<file path="config.mk">
export PLATFORM = sky130hd
export DESIGN_NAME = hazard_scoreboard
export DESIGN_NICKNAME = d
export VERILOG_FILES = /design/src/rtl/hazard_scoreboard.sv
export SDC_FILE = /design/constraint.sdc
export NUM_CORES = 1
export LEC_CHECK = 0
export CAP_MARGIN = 10
export CORE_MARGIN = 2
export CORE_UTILIZATION = 56
export DETAILED_ROUTE_END_ITERATION = 10
export PLACE_DENSITY = 0.9
export REMOVE_ABC_BUFFERS = 1
export SYNTH_ARGS = -nofsm -noshare
export SYNTH_HDL_FRONTEND = slang
export SYNTH_SLANG_ARGS = --single-unit
</file>
<file path="constraint.sdc">
create_clock -name clk -period 8.01 [get_ports clk]
set_clock_uncertainty 0.1 [all_clocks]
set_input_delay 1.602 -clock clk [delete_from_list [all_inputs] [get_ports clk]]
set_output_delay 1.602 -clock clk [all_outputs]
set_load 0.03 [all_outputs]
</file>
<file path="src/rtl/hazard_scoreboard.sv">
// hazard_scoreboard
// Tracks in-flight register writers for the E..W stages and decides, for the
// instruction sitting in D, whether it must stall or which stage forwards each
// source operand. Also tracks the HI/LO unit so HI/LO readers wait while a
// multiply or divide is running.
//
// Record k describes the instruction in stage k (1=E, 2=M, 3=W). Its tnew is
// the number of cycles left until that instruction's result exists. An operand
// needed in Tuse cycles can be forwarded once tnew <= Tuse. A record with
// tnew==0 holds the value right now, so its stage index is the forward source.
module hazard_scoreboard #(
    parameter int NSTAGE   = 3,
    parameter int TW       = 2,
    parameter int MULT_CYC = 5,
    parameter int DIV_CYC  = 10,
    localparam int FW      = $clog2(NSTAGE + 1),
    localparam int MD_MAX  = (MULT_CYC > DIV_CYC) ? MULT_CYC : DIV_CYC,
    localparam int CW      = $clog2(MD_MAX + 1)
) (
    input  logic          clk,
    input  logic          reset,
    input  logic [4:0]    d_rs,
    input  logic [4:0]    d_rt,
    input  logic [TW-1:0] d_tuse_rs,
    input  logic [TW-1:0] d_tuse_rt,
    input  logic [4:0]    d_dst,
    input  logic [TW-1:0] d_tnew,
    input  logic          d_is_md,
    input  logic          d_md_start,
    input  logic          d_md_div,
    output logic          stall,
    output logic [FW-1:0] fwd_rs,
    output logic [FW-1:0] fwd_rt,
    output logic          md_busy
);

    logic          r_valid [1:NSTAGE];
    logic [4:0]    r_dst   [1:NSTAGE];
    logic [TW-1:0] r_tnew  [1:NSTAGE];
    logic [CW-1:0] r_md_cnt;

    logic          w_md_stall;

    // Per-operand lookup: rs is operand 0, rt is operand 1.
    for (genvar op = 0; op < 2; op++) begin : g_op
        logic [4:0]    w_src;
        logic [TW-1:0] w_tuse;
        logic          w_hit;
        logic [FW-1:0] w_idx;
        logic [TW-1:0] w_hit_tnew;
        logic          w_stall;
        logic [FW-1:0] w_fwd;

        assign w_src  = (op == 0) ? d_rs : d_rt;
        assign w_tuse = (op == 0) ? d_tuse_rs : d_tuse_rt;

        // Scan oldest to youngest so the youngest matching record wins.
        always_comb begin
            w_hit      = 1'b0;
            w_idx      = '0;
            w_hit_tnew = '0;
            for (int k = NSTAGE; k >= 1; k--) begin
                if (r_valid[k] && (r_dst[k] == w_src) && (r_dst[k] != 5'd0)
                    && (w_tuse != '1)) begin
                    w_hit      = 1'b1;
                    w_idx      = FW'(k);
                    w_hit_tnew = r_tnew[k];
                end
            end
        end

        assign w_stall = w_hit && (w_hit_tnew > w_tuse);
        assign w_fwd   = (w_hit && (w_hit_tnew == '0)) ? w_idx : '0;
    end

    assign md_busy    = (r_md_cnt != '0);
    assign w_md_stall = d_is_md && md_busy;
    assign stall      = g_op[0].w_stall | g_op[1].w_stall | w_md_stall;
    assign fwd_rs     = g_op[0].w_fwd;
    assign fwd_rt     = g_op[1].w_fwd;

    // Advance the stage records; a stalled D instruction enters E as a bubble.
    always_ff @(posedge clk) begin
        if (reset) begin
            for (int k = 1; k <= NSTAGE; k++) begin
                r_valid[k] <= 1'b0;
                r_dst[k]   <= 5'd0;
                r_tnew[k]  <= '0;
            end
        end else begin
            r_valid[1] <= ~stall;
            r_dst[1]   <= d_dst;
            r_tnew[1]  <= d_tnew;
            for (int k = 2; k <= NSTAGE; k++) begin
                r_valid[k] <= r_valid[k-1];
                r_dst[k]   <= r_dst[k-1];
                r_tnew[k]  <= (r_tnew[k-1] != '0) ? (r_tnew[k-1] - TW'(1)) : '0;
            end
        end
    end

    // HI/LO busy counter: an issuing start reloads it, otherwise it drains to 0.
    always_ff @(posedge clk) begin
        if (reset) begin
            r_md_cnt <= '0;
        end else if (d_md_start && !stall) begin
            r_md_cnt <= d_md_div ? CW'(DIV_CYC) : CW'(MULT_CYC);
        end else if (r_md_cnt != '0) begin
            r_md_cnt <= r_md_cnt - CW'(1);
        end
    end

endmodule

</file>
==> impl_metrics.toml <==
[status]
status = "completed"

[pwr]
leakage_nw = 0.742
pwr_density_cell_mw_per_mm2 = 194
ir_drop_uv = 176

[floorplan]
core-area_mm2 = 0.00300
fp-row-count = 20
io_pins = 32
die_h_um = 59.5
initial_core_util = 0.575
die_area_mm2 = 0.00354
die_x_um = 59.5

[logic_synthesis]
synth_warnings = 0
synth_area_leaders = "dfxtp_1 (32%), xnor2_1 (14%), nor2b_1 (7.3%), ha_1 (5.8%), nor4_4 (3.7%)"
synth_cell_types = 31
synthFlopType = "dfxtp_1"
synth-seq-cells = 28
synth_top_area_cell = "dfxtp_1"
yosysTopAreaCellShare = 0.325
synth.avg_cell_area_um2 = 9.33
synthCells = 185
syn-cell-area_mm2 = 0.00173
seq_area_frac_synth = 0.325
synth_edf_count = 0
synthArstFlopShare = 0

[critical_path]
cp.arrival_ns = 4.86
startpoint_type = "input pin"
worst_r2r_path_depth = 11
cp_max_fo = 5
worstSetupPathType = "in -> out"
cp.required_ns = 6.31
crit_path_end_kind = "primary output"

[timing]
min_period_over_period = 0.820
max_slew_margin = 0.300
period_minus_slack_ns = 6.57
layout_setup_ws_ns = 1.44
final.setup.tns_ns = 0
worst_slew_pin_slew_ns = 1.05
setup_violations = 0
hold_violations = 0
timing.hold.ws_ns = 0.402
rsz0062_at_grt = "no"
fmax_mhz = 152
drv_slew = 0

[clock_network]
clk_latency_ns = 0.33
holdBufCountCts = 0
cts_root_buffer = "clkbuf_4"
cts.sink_count = 28
cts_buffers = 3
h-tree-depth = 1
cts_resized = 0
path_clk_slew_ns = 0.15
cts_tree = "done"
postCtsSetupBuffers = 0
cts_buffer_depth = 2

[drt]
wl_um = 3520
drtPass1Iterations = 4
drt_iter0_markers = 54
vias = 1387
wl_per_cell_um = 14.1
route.detailed.drc = 0
via_per_inst = 5.57
antenna_left = 0

[placed_design]
place_area_mm2 = 0.00206
gp_congestion = 0.882
dp.final_hpwl_um = 2810
port_buffers = 31
pre_cts_ws_ns = 1.45

[cells_and_area]
nets = 251
final_common_cell = "clkdlybuf4s50_1"
final_layout_size_suffix_gt1_frac = 0.0833
syn2layout_area_growth_pct = 22.6
final_cell_mix = "clkdlybuf4s50_1 (31), dfxtp_1 (28), xnor2_1 (27), nor2b_1 (20), inv_1 (15)"
diodes = 0
fin_area_mm2 = 0.00211

[worst_hold_path]
hp-class = "reg -> reg"
min_path_cells = 1

[run]
cap_viol_max_count = 0

[grt]
antenna_found_initial = 0
grt_pass1_vias = 1308
grt_max_degree = 31
grt-ovfl-total = 0
grt_pass1_wl_um = 5780
grt_usage = 0.219
routing by layer:
layer | up-vias | global-route usage | part of all wire
li1 | 701 | - | -
met1 | 633 | 0.262 | 0.45
met2 | 40 | 0.378 | 0.47
met3 | 13 | 0.0262 | 0.045
met4 | 0 | 0.117 | 0.035
met5 | - | 0 | 0
kinds of logic (layout without fill, tap and decap cells):
kind of cell / Yosys count / count (layout) / synth area share
AOI/OAI and AO/OA: 22 / 22 / 0.112
muxes: 4 / 4 / 0.0232
adders and majority gates: 8 / 8 / 0.0580
buffers and inverters: 19 / 50 / 0.0413
DFF: 28 / 28 / 0.325
and+or+nand+nor: 72 / 72 / 0.278
xor gates and xnor gates: 32 / 32 / 0.162
final cells by class:
cell class	instances	area, µm²
tap	33	41.3
clock buffer	3	22.5
fill	232	888
inverter	15	56.3
clock inverter	1	30.0
sequential	28	561
timing repair buffer	31	310
multi-input combinational	138	1090
sequential cells by signal, summed over array words and instances, names as in the netlist:
name	flops
r_tnew	6
r_md_cnt	4
r_valid	3
r_dst	15
synthesized netlist by cell type, drive strengths merged (2+ instances only):
cell type / count
nor2b: 20
ha: 8
dfxtp: 28
nor4: 7
nor3: 10
nor2: 9
mux2i: 4
a21oi: 7
xnor2: 27
nand2: 5
o21ai: 7
nor4b: 2
xor2: 5
o31ai: 5
inv: 15
nand4: 8
and2: 4
clkbuf: 4
or4: 4
per-stage QoR:
step,std cells,utilization,power [mW]
floorplan,181,-,0.274
global placement,245,0.687,0.317
CTS,249,0.704,0.414
detailed placement,245,0.687,0.322
finish,249,0.704,0.410
global route,249,0.704,0.436
critical path, stage by stage:
cell and delay, ns:
clkdlybuf4s50_1 0.55, xnor2_1 0.15, nand4_1 0.18, nor4_4 0.44
mux2i_1 0.24, o21ai_1 0.11, ha_1 0.33, a21oi_1 0.06
a21oi_1 0.22, o31ai_4 0.15, nand3_1 0.13, clkdlybuf4s50_1 0.67
final timing paths:
| check | slack [ns] | to | from |
|---|---|---|---|
| setup / recovery | 1.44 | stall | d_rs[3] |
| hold / removal | 0.40 | r_tnew[0][4] | r_tnew[0][2] |
| setup reg to reg | 4.93 | r_md_cnt[2] | r_dst[0][14] |
| hold reg to reg | 0.40 | r_tnew[0][4] | r_tnew[0][2] |
where the power goes:
part,switching [mW],total [mW],internal [mW]
Combinational,0.0761,0.147,0.0709
Clock,0.0417,0.0923,0.0507
Sequential,0.0148,0.171,0.156
(Power assumes the default switching activity.)
